<file path="config.mk">
export PLATFORM = sky130hd
export DESIGN_NAME = eth_frame_log_mux
export DESIGN_NICKNAME = d
export VERILOG_FILES = /design/src/rtl/eth_frame_log_mux.sv
export SDC_FILE = /design/constraint.sdc
export NUM_CORES = 1
export LEC_CHECK = 0
export BUFFER_PORTS_ARGS = -buffer_cell sky130_fd_sc_hd__buf_2
export CORE_AREA = 2 2 195 197
export DETAILED_ROUTE_END_ITERATION = 12
export DIE_AREA = 0 0 197 199
export HOLD_SLACK_MARGIN = 0.1
export PLACE_DENSITY = 0.63
export SYNTH_ARGS = -nofsm -noshare
export SYNTH_HDL_FRONTEND = slang
export SYNTH_SLANG_ARGS = --single-unit
</file>
<file path="constraint.sdc">
create_clock -name s_axi_clk -period 3.8 [get_ports s_axi_clk]
set_clock_uncertainty 0.1 [all_clocks]
set_input_delay 0.38 -clock s_axi_clk [delete_from_list [all_inputs] [get_ports s_axi_clk]]
set_output_delay 0.38 -clock s_axi_clk [all_outputs]
set_load 0.02 [all_outputs]
</file>
<file path="src/rtl/eth_frame_log_mux.sv">
// Round-robin, frame-atomic merge of N log streams onto one AXIS output.
// Adds per-channel drain, max-length truncation and drop/trunc counters.
module eth_frame_log_mux #(
  parameter int C_NUM_CHANNELS   = 4,
  parameter int C_AXIS_LOG_WIDTH = 64,
  parameter int C_MAX_BEATS      = 256
) (
  input  logic                                         s_axi_clk,
  input  logic                                         s_axi_resetn,
  input  logic                                         srst,
  input  logic [C_NUM_CHANNELS-1:0]                    chan_en,
  input  logic [C_NUM_CHANNELS*C_AXIS_LOG_WIDTH-1:0]   s_axis_log_tdata,
  input  logic [C_NUM_CHANNELS-1:0]                    s_axis_log_tlast,
  input  logic [C_NUM_CHANNELS-1:0]                    s_axis_log_tvalid,
  output logic [C_NUM_CHANNELS-1:0]                    s_axis_log_tready,
  output logic [C_AXIS_LOG_WIDTH-1:0]                  m_axis_log_tdata,
  output logic [((C_NUM_CHANNELS > 1) ?
                 $clog2(C_NUM_CHANNELS) : 1)-1:0]      m_axis_log_tdest,
  output logic                                         m_axis_log_tlast,
  output logic                                         m_axis_log_tvalid,
  input  logic                                         m_axis_log_tready,
  output logic [32*C_NUM_CHANNELS-1:0]                 drop_count,
  output logic [31:0]                                  trunc_count
);

  localparam int N  = C_NUM_CHANNELS;
  localparam int W  = C_AXIS_LOG_WIDTH;
  localparam int DW = (N > 1) ? $clog2(N) : 1;
  localparam int BW = $clog2(C_MAX_BEATS + 1);
  localparam logic [DW-1:0] LAST_CH = DW'(N - 1);
  localparam logic [BW-1:0] CNT_TOP = BW'(C_MAX_BEATS - 1);
  localparam logic [31:0]   SAT     = 32'hFFFF_FFFF;

  typedef enum logic [1:0] {
    IDLE    = 2'd0,
    FORWARD = 2'd1,
    DISCARD = 2'd2
  } state_t;

  state_t                 state_q, state_d;
  logic [DW-1:0]          grant_q, grant_d;
  logic [DW-1:0]          last_grant_q, last_grant_d;
  logic [BW-1:0]          beat_cnt_q, beat_cnt_d;
  logic [W-1:0]           m_data_q, m_data_d;
  logic [DW-1:0]          m_dest_q, m_dest_d;
  logic                   m_last_q, m_last_d;
  logic                   m_valid_q, m_valid_d;
  logic [N-1:0]           drain_hold_q, drain_hold_d;
  logic [N-1:0][31:0]     drop_cnt_q, drop_cnt_d;
  logic [31:0]            trunc_cnt_q, trunc_cnt_d;

  logic                   rst;
  logic                   out_free;
  logic [N-1:0]           eligible;
  logic [N-1:0]           granted_oh;
  logic [N-1:0]           drain;
  logic [N-1:0]           rdy;
  logic                   pick_found;
  logic [DW-1:0]          pick_idx;
  logic [DW-1:0]          cand;
  logic                   g_valid;
  logic                   g_last;
  logic [W-1:0]           g_data;

  function automatic logic [31:0] sat_inc(input logic [31:0] v);
    return (v == SAT) ? v : v + 32'd1;
  endfunction

  assign rst      = ~s_axi_resetn | srst;
  assign out_free = ~m_valid_q | m_axis_log_tready;
  assign eligible = s_axis_log_tvalid & chan_en & ~drain_hold_q;

  always_comb begin
    granted_oh = '0;
    if (state_q != IDLE) begin
      granted_oh[grant_q] = 1'b1;
    end
  end

  assign drain = ~granted_oh & (~chan_en | drain_hold_q);

  // Scan starts one past the previous winner.
  always_comb begin
    pick_found = 1'b0;
    pick_idx   = '0;
    cand       = '0;
    for (int k = 1; k <= N; k++) begin
      cand = DW'((int'(last_grant_q) + k) % N);
      if (!pick_found && eligible[cand]) begin
        pick_found = 1'b1;
        pick_idx   = cand;
      end
    end
  end

  always_comb begin
    g_valid = 1'b0;
    g_last  = 1'b0;
    g_data  = '0;
    for (int i = 0; i < N; i++) begin
      if (grant_q == DW'(i)) begin
        g_valid = s_axis_log_tvalid[i];
        g_last  = s_axis_log_tlast[i];
        g_data  = s_axis_log_tdata[i*W +: W];
      end
    end
  end

  always_comb begin
    state_d      = state_q;
    grant_d      = grant_q;
    last_grant_d = last_grant_q;
    beat_cnt_d   = beat_cnt_q;
    m_data_d     = m_data_q;
    m_dest_d     = m_dest_q;
    m_last_d     = m_last_q;
    m_valid_d    = m_valid_q & ~m_axis_log_tready;
    trunc_cnt_d  = trunc_cnt_q;
    drain_hold_d = drain_hold_q;
    drop_cnt_d   = drop_cnt_q;
    rdy          = '0;

    unique case (state_q)
      IDLE: begin
        if (pick_found) begin
          grant_d      = pick_idx;
          last_grant_d = pick_idx;
          beat_cnt_d   = '0;
          state_d      = FORWARD;
        end
      end
      FORWARD: begin
        rdy[grant_q] = out_free;
        if (g_valid && out_free) begin
          m_valid_d  = 1'b1;
          m_data_d   = g_data;
          m_dest_d   = grant_q;
          m_last_d   = g_last;
          beat_cnt_d = beat_cnt_q + 1'b1;
          if (g_last) begin
            state_d = IDLE;
          end else if (beat_cnt_q == CNT_TOP) begin
            m_last_d    = 1'b1;
            trunc_cnt_d = sat_inc(trunc_cnt_q);
            state_d     = DISCARD;
          end
        end
      end
      DISCARD: begin
        rdy[grant_q] = 1'b1;
        if (g_valid && g_last) begin
          state_d = IDLE;
        end
      end
      default: state_d = IDLE;
    endcase

    // Idle or disabled channels sink whole frames so fragments never leak.
    for (int i = 0; i < N; i++) begin
      if (drain[i]) begin
        rdy[i] = 1'b1;
        if (s_axis_log_tvalid[i]) begin
          if (s_axis_log_tlast[i]) begin
            drain_hold_d[i] = 1'b0;
            drop_cnt_d[i]   = sat_inc(drop_cnt_q[i]);
          end else begin
            drain_hold_d[i] = 1'b1;
          end
        end
      end
    end
  end

  always_ff @(posedge s_axi_clk) begin
    if (rst) begin
      state_q      <= IDLE;
      grant_q      <= '0;
      last_grant_q <= LAST_CH;
      beat_cnt_q   <= '0;
      m_data_q     <= '0;
      m_dest_q     <= '0;
      m_last_q     <= 1'b0;
      m_valid_q    <= 1'b0;
      drain_hold_q <= '0;
      drop_cnt_q   <= '0;
      trunc_cnt_q  <= '0;
    end else begin
      state_q      <= state_d;
      grant_q      <= grant_d;
      last_grant_q <= last_grant_d;
      beat_cnt_q   <= beat_cnt_d;
      m_data_q     <= m_data_d;
      m_dest_q     <= m_dest_d;
      m_last_q     <= m_last_d;
      m_valid_q    <= m_valid_d;
      drain_hold_q <= drain_hold_d;
      drop_cnt_q   <= drop_cnt_d;
      trunc_cnt_q  <= trunc_cnt_d;
    end
  end

  assign s_axis_log_tready = rdy & {N{~rst}};
  assign m_axis_log_tdata  = m_data_q;
  assign m_axis_log_tdest  = m_dest_q;
  assign m_axis_log_tlast  = m_last_q;
  assign m_axis_log_tvalid = m_valid_q;
  assign drop_count        = drop_cnt_q;
  assign trunc_count       = trunc_cnt_q;

endmodule

</file>
==> run metrics, run 1 <==
final worst setup slack slightly below 1 ns; switching pwr 1.52 mW; Required @ worst endpoint 3.32 ns; sequential element share of the synthesized area 0.379; synthesized net count approximately 1800; post-route fraction of the period consumed by the critical path 0.747; Top-Level Pins between 500 and 600; Die Y-Extent 199 um; number of buffers on the longest clock path 3; share of post-route cells with drive strength above 1 0.333; number of enable flip-flop cells after synthesis 0; fin crit period approximately 2.8 ns; peak supply drop between 0.3 and 0.4 mV; count of buffers from port buffering around 500; post-synth top area cell dfxtp_1; Mapped Cells 1512; First DRT Iteration DRCs between 700 and 800; endpoint type of the worst setup path output pin; post-placement worst setup slack between 1 and 1.5 ns; largest fanout on the critical path 9; Fillers between 3000 and 4000; initial standard-cell utilization of the core 0.351; run status finished clean; total count of hold-check failures in the final report 0; net total in the final layout around 2300; largest net degree at the start of global routing between 90 and 100; sum of overflow across all layers after global routing 0; buffering stage count on the worst path with inverters included 2; total clock buffers created by CTS 29; prevailing post-synth register cell dfxtp_1; area of the die a little under 0.04 sq mm; Cell Pwr Density 366 mW/mm^2; TritonRoute pass-1 iters 5; Placeable Area 0.0371 sq mm; part of the power in registers 0.419; cells along the critical path inv_1 > ha_1 > or3b_2 > nor2b_1 > a21oi_1 > nor2_1 > buf_2; number of remaining DRC errors 0; area of the multi-input gates between 0.007 and 0.008 sq mm; combined area of all synthesized cells between 0.01 and 0.015 sq mm; die span in x approximately 200 um; maximum level of the CTS H-tree 1; site row count 71; cell class contributing the biggest share of worst-path delay simple AND/OR/NAND/NOR gates; via count of the first global-routing pass approximately 12000; average routed wire per standard cell 18.5 um; HPWL after detailed placement about 35 mm; RSZ-0062 raised after global routing no; routability congestion estimate between 0.8 and 0.9; final count of negative-setup-slack endpoints 0; total count of max-transition violations in the final report 0; unique cell type count in the Yosys netlist slightly below 70; static leakage power ~6.4 nW; initial antenna violation count 9; relative slew slack 0.352; ranking of synthesized cells by area dfxtp_1 (38%), mux4_2 (11%), a21oi_1 (8.0%); clk_lat worst skew 0.56 ns; synthesis-stage register bit count roughly 250; global-route wire length before repair ~68 mm; maximum clock frequency ~350 MHz; Internal Power ~4.8 mW; Syn Area/Cell approximately 8.6 sq um; GRT Total Usage 0.217; Critical Path Max Stage Delay about 0.50 ns; Syn. warnings 0; type of the worst min-delay path primary input to flip-flop; type of the worst setup path flip-flop to output pin; most repeated cell in the gate-level netlist after synthesis dfxtp_1; logic gate share of total power 0.099; pin slew with the least headroom to its limit around 1 ns; fraction of post-synthesis cell area in the top cell type by area 0.379; type of origin of the critical path flip-flop; via count 13794; total wirelength of the detailed-routed design 45.8 mm; layout overhead on the synthesized area 31.3%; cell type of the slowest stage on the worst timing path or3b_2; commonest cells in the synthesized netlist dfxtp_1 (247), nand2_1 (226), a21oi_1 (209), clkbuf_1 (77), o21ai_0 (77); clock tree from TritonCTS yes; vias per inst between 5 and 6; crit path DAT between 2 and 2.5 ns; net switching share of the total power 0.242; post-route setup TNS 0 ns; number of sinks on the clock net about 250; max-cap violations 0; sequential cell area in the final layout between 0.004 and 0.005 sq mm; DRT antenna net count 0; Clk Tree Root Cell clkbuf_16; Clk pin slew, worst setup/hold paths 0.06 ns; fraction of synthesis flops using an asynchronous set or reset pin 0; clock group share of total power 0.481
tightest hold or removal path, delay by kind of cell:
kind,cells,cell delay (ns)
buf+inv,1,0.12
compound gates,1,0.09
simple gates,1,0.17
stage by stage:
step / util / cell area, sq um / power, mW / std cells / hold WS (ns)
2_1_floorplan: - / 13000 / 3.03 / 1512 / 0.348
3_3_place_gp: 0.431 / 16000 / 3.29 / 2413 / 0.339
3_5_place_dp: 0.431 / 16000 / 3.30 / 2413 / 0.344
4_1_cts: 0.461 / 17100 / 6.35 / 2472 / 0.116
5_1_grt: 0.461 / 17100 / 6.51 / 2477 / 0.119
6_report: 0.461 / 17100 / 6.27 / 2477 / 0.141
cell families after synthesis:
group,Yosys count,synth area share
XOR/XNOR,15,0.0101
AO/OA/AOI/OAI,401,0.180
buffers and inverters,129,0.0386
multiplexers,77,0.123
flip-flops,247,0.379
adder cells (fa/ha/maj),10,0.00959
AND/OR/NAND/NOR,633,0.260
path summary, 6_finish.rpt:
check	from	to	slack, ns	cells past startpoint
setup / recovery	state_q[0]	s_axis_log_tready[1]	0.96	7
hold / removal	s_axi_resetn	last_grant_q[0]	0.14	3
setup reg to reg	grant_q[0]	trunc_count[14]	1.05	5
hold reg to reg	m_axis_log_tdata[55]	m_axis_log_tdata[55]	0.35	2
routing by layer:
layer  GRT usage  vias to the layer above  part of all wire
li1            -                     6696                 -
met1       0.268                     6566              0.41
met2       0.368                      450              0.48
met3      0.0582                       78             0.079
met4      0.0738                        4             0.036
met5           0                        -           0.00050
timing repair:
action                                 CTS  global route
endpoints found under the hold margin   10             0
setup buffers                            0             0
gates resized for setup                  0             0
hold buffers                             6             0
layout by cell type, fill, tap and decap left out, types with 8 or more instances in the layout:
master	instances
ha_1	10
o31ai_1	63
o2111ai_1	9
o211ai_1	8
o21ai_0	77
mux2i_1	10
nand4_1	52
dfxtp_1	245
clkbuf_16	30
buf_4	21
nor3_1	16
buf_2	503
mux4_2	66
xnor2_1	8
and4_1	15
inv_1	29
nand2b_1	10
a21oi_1	209
nor2_1	48
nand2_1	226
or3_1	74
nand3_1	54
and3_1	11
or4_1	70
sequential cells by signal (all words and copies together), names as in the netlist:
signal	flops
beat_cnt_q	9
drain_hold_q	4
drop_count	128
grant_q	2
last_grant_q	2
m_axis_log_tdata	64
m_axis_log_tdest	2
m_axis_log_tlast	1
m_axis_log_tvalid	1
state_q	2
trunc_count	32
area by class of cell:
type | instances | area share
Multi-Input combinational cell | 1136 | 0.445
Sequential cell | 247 | 0.289
Timing Repair Buffer | 533 | 0.163
Clock buffer | 39 | 0.0476
Tap cell | 474 | 0.0346
Clock inverter | 14 | 0.0126
Inverter | 29 | 0.00636
Antenna cell | 5 | 0.000731
power groups by stage:
stage	Combinational [mW]	Clock (mW)	Sequential, mW
after floorplan	0.342	0	2.69
after global placement	0.607	0	2.68
after detailed placement	0.614	0	2.69
after CTS	0.624	3.10	2.63
after global routing	0.672	3.20	2.63
final	0.622	3.02	2.63
Power figures use the tool's default switching activity.
==> inputs of run 2 (changes only) <==
--- a/config.mk
+++ b/config.mk
@@ -10,7 +10,7 @@
 export DETAILED_ROUTE_END_ITERATION = 12
 export DIE_AREA = 0 0 197 199
 export HOLD_SLACK_MARGIN = 0.1
-export PLACE_DENSITY = 0.63
+export PLACE_DENSITY = 0.65
 export SYNTH_ARGS = -nofsm -noshare
 export SYNTH_HDL_FRONTEND = slang
 export SYNTH_SLANG_ARGS = --single-unit
==> constraint.sdc (replaced) <==
create_clock -name s_axi_clk -period 2.6 [get_ports s_axi_clk]
set_clock_uncertainty 0.1 [all_clocks]
set_input_delay 0.26 -clock s_axi_clk [delete_from_list [all_inputs] [get_ports s_axi_clk]]
set_output_delay 0.26 -clock s_axi_clk [all_outputs]
set_load 0.02 [all_outputs]
==> run metrics, run 2 (synthesis gave the netlist of run 1 again) <==
count of buffers from port buffering approximately 500; routability congestion estimate slightly above 0.8; peak supply drop ~0.47 mV; sum of overflow across all layers after global routing 0; commonest non-fill, non-tap cells in the layout buf_2 (501), dfxtp_1 (239), nand2_1 (226); TritonRoute pass-1 iters 5; total power consumption of the routed design around 9.1 mW; clock tree from TritonCTS yes; endpoint type of the worst setup path flip-flop; die span in x ~200 um; Clk pin slew, worst setup/hold paths ~0.060 ns; via count approximately 15000; HPWL after detailed placement roughly 37 mm; post-route fraction of the period consumed by the critical path 0.969; run status finished clean; clk_lat worst skew roughly 0.57 ns; Fillers ~3400; clock group share of total power 0.443; maximum level of the CTS H-tree 1; share of post-route cells with drive strength above 1 0.327; post-route setup TNS 0 ns; max-cap violations 0; initial antenna violation count 13; Die Y-Extent ~200 um; total count of max-transition violations in the final report 0; largest fanout on the critical path 8; total wirelength of the detailed-routed design 53.7 mm; type of the worst setup path flip-flop to flip-flop; flip-flop count of the largest register, all copies and words added approximately 130; Top-Level Pins 504; First DRT Iteration DRCs ~900; final cell count without fillers around 2700; switching pwr between 2 and 2.5 mW; fraction of the core area covered by cells at the end of the flow 0.524; Required @ worst endpoint approximately 3.0 ns; GRT Total Usage 0.260; number of buffers on the longest clock path 3; vias per inst between 5 and 6; sequential cell area in the final layout 0.00496 sq mm; relative slew slack 0.497; area of the multi-input gates just under 0.008 sq mm; number of sinks on the clock net approximately 250; via count of the first global-routing pass roughly 14000; total count of hold-check failures in the final report 0; fin crit period 2.52 ns; number of remaining DRC errors 0; initial standard-cell utilization of the core 0.351; type of origin of the critical path flip-flop; crit path DAT ~2.9 ns; Cell Pwr Density 470 mW/mm^2; static leakage power between 7 and 8 nW; area of the die 0.0392 sq mm; DRT antenna net count 0; most frequent standard cell in the layout excluding fill and tap cells buf_2; register-to-register setup slack roughly 0.08 ns; site row count 71; Internal Power 6.86 mW; Placeable Area roughly 0.037 sq mm; Post-Place Cells around 2500; pin slew with the least headroom to its limit roughly 0.76 ns; net switching share of the total power 0.249; net total in the final layout about 2500; average routed wire per standard cell between 15 and 20 um; maximum clock frequency between 300 and 400 MHz; global-route wire length before repair approximately 80 mm; logic gate share of total power 0.137; Clk Tree Root Cell clkbuf_16; total clock buffers created by CTS 29; type of the worst min-delay path primary input to flip-flop; largest net degree at the start of global routing 67; layout overhead on the synthesized area 49.1%; part of the power in registers 0.420; final count of negative-setup-slack endpoints 0
run 2: what timing repair did:
item	4_1_cts	5_1_grt
gates cloned	0	1
endpoints found under the setup margin	4	49
endpoints found under the hold margin	71	0
hold buffers	195	0
pin swaps	0	4
setup buffers	0	3
gates resized for setup	7	20
run 2: stage by stage:
step | hold WS, ns | worst slack (ns) | area, sq um
5_1_grt | 0.120 | -0.00723 | 19400
2_1_floorplan | 0.348 | 0.00907 | 13000
3_3_place_gp | 0.340 | 0.0275 | 16400
4_1_cts | 0.100 | 0.00978 | 19300
3_5_place_dp | 0.344 | -0.0146 | 16400
6_report | 0.130 | 0.0814 | 19400
run 2: final cells by class:
class                      count  share of cell area
antenna                       14             0.00180
tap                          474              0.0305
clock inverter                 9             0.00450
clock buffer                  44              0.0443
multi-input combinational   1137               0.396
inverter                      29             0.00560
timing repair buffer         769               0.263
sequential                   247               0.255
run 2: final timing paths:
path	start	end	cells after the start
min reg2reg	m_axis_log_tdata[46]	m_axis_log_tdata[46]	2
max	grant_q[0]	trunc_count[16]	5
max reg2reg	grant_q[0]	trunc_count[16]	5
min	s_axis_log_tdata[52]	m_axis_log_tdata[52]	4
run 2: layer usage:
layer  track usage  vias to the layer above  share of wire
met1         0.300                     7250           0.38
met4         0.138                       10          0.053
met2         0.426                      689           0.47
li1              -                     7184              -
met5        0.0102                        -         0.0013
met3        0.0866                      190          0.090
run 2: power groups by stage:
| stage | Combinational, mW | Clock, mW | Sequential, mW |
|---|---|---|---|
| after floorplan | 0.500 | 0 | 3.94 |
| after global placement | 0.928 | 0 | 3.92 |
| after global routing | 1.33 | 4.30 | 3.84 |
| after detailed placement | 0.936 | 0 | 3.92 |
| after CTS | 1.20 | 4.16 | 3.83 |
| final | 1.25 | 4.05 | 3.84 |
run 2: critical path: stages (launching register included):
cell and delay [ns]:
dfxtp_4 0.34, mux4_2 0.55, nand2b_1 0.24, a2111o_2 0.55, or4_1 0.53, a21oi_1 0.15
==> inputs of run 3 (changes only) <==
==> config.mk (replaced) <==
export PLATFORM = sky130hd
export DESIGN_NAME = eth_frame_log_mux
export DESIGN_NICKNAME = d
export VERILOG_FILES = /design/src/rtl/eth_frame_log_mux.sv
export SDC_FILE = /design/constraint.sdc
export NUM_CORES = 1
export LEC_CHECK = 0
export BUFFER_PORTS_ARGS = -buffer_cell sky130_fd_sc_hd__buf_4
export CORE_AREA = 2 2 195 197
export DETAILED_ROUTE_END_ITERATION = 12
export DIE_AREA = 0 0 197 199
export HOLD_SLACK_MARGIN = 0.1
export SYNTH_ARGS = -nofsm -noshare
export SYNTH_HDL_FRONTEND = slang
export SYNTH_SLANG_ARGS = --single-unit
==> run metrics, run 3 (synthesis gave the netlist of run 1 again) <==
routability congestion estimate roughly 0.86; static leakage power 7.44 nW; relative slew slack 0.556; average routed wire per standard cell just under 20 um; Die Y-Extent 199 um; total clock buffers created by CTS 29; number of remaining DRC errors 0; layout overhead on the synthesized area 54.7%; total count of max-transition violations in the final report 0; global-route wire length before repair ~78 mm; largest net degree at the start of global routing 67; type of the worst setup path flip-flop to flip-flop; total power consumption of the routed design slightly above 9 mW; clock tree from TritonCTS yes; via count of the first global-routing pass 14174; cells along the critical path ha_1 > nand2_1 > or4_1 > a2111o_2 > or4_4 > a21oi_2; register-to-register setup slack approximately 0.12 ns; Required @ worst endpoint slightly below 3 ns; endpoint type of the worst setup path flip-flop; TritonRoute pass-1 iters 5; most frequent standard cell in the layout excluding fill and tap cells buf_4; cell type of the slowest stage on the worst timing path or4_1; largest fanout on the critical path 17; sum of overflow across all layers after global routing 0; peak supply drop 0.525 mV; number of buffers on the longest clock path 3; crit path DAT about 2.9 ns; via count ~15000; type of the worst min-delay path primary input to flip-flop; initial antenna violation count 5; pin slew with the least headroom to its limit 0.666 ns; GRT Total Usage 0.248; final count of negative-setup-slack endpoints 0; Cell Pwr Density between 400 and 500 mW/mm^2; flip-flop count of the largest register, all copies and words added between 100 and 150; First DRT Iteration DRCs 754; Clk pin slew, worst setup/hold paths ~0.06 ns; die span in x approximately 200 um; total count of hold-check failures in the final report 0; Critical Path Max Stage Delay 0.51 ns; site row count 71; post-route worst hold slack ~0.12 ns; commonest non-fill, non-tap cells in the layout buf_4 (572), dfxtp_1 (240), nand2_1 (226); DRT antenna net count 0; area of the die just under 0.04 sq mm; area of all placed cells without fillers a little over 0.02 sq mm; cell area after placement 0.0177 sq mm; net total in the final layout between 2000 and 2500; HPWL after detailed placement ~37 mm; Placeable Area roughly 0.037 sq mm; Clk Tree Root Cell clkbuf_16; initial standard-cell utilization of the core 0.351; fin crit period about 2.5 ns; maximum level of the CTS H-tree 1; number of sinks on the clock net between 200 and 250; vias per inst roughly 5.5; worst reg2reg path depth 6; share of post-route cells with drive strength above 1 0.335; max-cap violations 0; run status finished clean; type of origin of the critical path flip-flop; count of buffers from port buffering 503; number of cells traversed by the worst hold path 4; maximum clock frequency between 400 and 500 MHz; post-route setup TNS 0 ns; total wirelength of the detailed-routed design just over 50 mm; Top-Level Pins approximately 500; post-route fraction of the period consumed by the critical path 0.955; clk_lat worst skew around 0.56 ns
-- run 3: cell types whose count changed in the layout (fill, tap and decap cells not counted), sizes merged, moves of 2 or more --
| cell | change |
|---|---|
| dlygate4sd3 | -49 |
| clkinv | -2 |
| buf | +4 |
| diode | -11 |
| clkbuf | -3 |
-- run 3: final cells by class --
class                           instances  area [sq um]
Fill cell                            3397         17000
Tap cell                              474           593
Clock inverter                          9           104
Sequential cell                       247          4960
Antenna cell                            3          7.51
Clock buffer                           42           875
Inverter                               29           109
Timing Repair Buffer                  723          5850
Multi-Input combinational cell       1137          7690
-- run 3: per-layer routing --
| layer | vias to the layer above | part of all wire | GRT usage |
|---|---|---|---|
| met5 | - | 0.00052 | 0 |
| met4 | 4 | 0.037 | 0.0863 |
| met3 | 116 | 0.088 | 0.0783 |
| met2 | 506 | 0.49 | 0.421 |
| met1 | 7059 | 0.39 | 0.296 |
| li1 | 7068 | - | - |
-- run 3: timing repair --
action / in CTS / in global routing
hold buffers: 146 / 0
pin swaps: 0 / 1
cloned: 0 / 1
endpoints found under the hold margin: 50 / 0
endpoints found under the setup margin: 2 / 21
gates resized for setup: 3 / 13
setup buffers: 0 / 1
-- run 3: worst paths after layout --
check,to,start
max reg2reg,drop_count[26],drop_count[0]
min,m_axis_log_tdata[26],s_axis_log_tdata[26]
max,drop_count[26],drop_count[0]
min reg2reg,m_axis_log_tdest[0],m_axis_log_tdest[0]
-- run 3: critical path: cells and delay by family (launching register included) --
family / cells / cell delay (ns)
DFF: 1 / 0.38
adders and majority gates: 1 / 0.21
AOI/OAI and AO/OA: 2 / 0.65
and+or+nand+nor: 3 / 1.07
-- run 3: where the power goes --
group          switching, mW  leakage [nW]  total, mW  internal, mW
clock network           1.65         0.482       4.16          2.51
registers             0.0230          1.99       3.84          3.81
logic                  0.554          4.97       1.27         0.715
total                   2.23          7.44       9.27          7.04
-- run 3: per-stage QoR --
step                utilization  instances  setup WS (ns)
floorplan                     -       1512        0.00907
global placement          0.476       2462          0.100
detailed placement        0.476       2462         0.0370
CTS                       0.541       2659        0.00358
global route              0.543       2663       -0.00592
finish                    0.543       2664          0.118
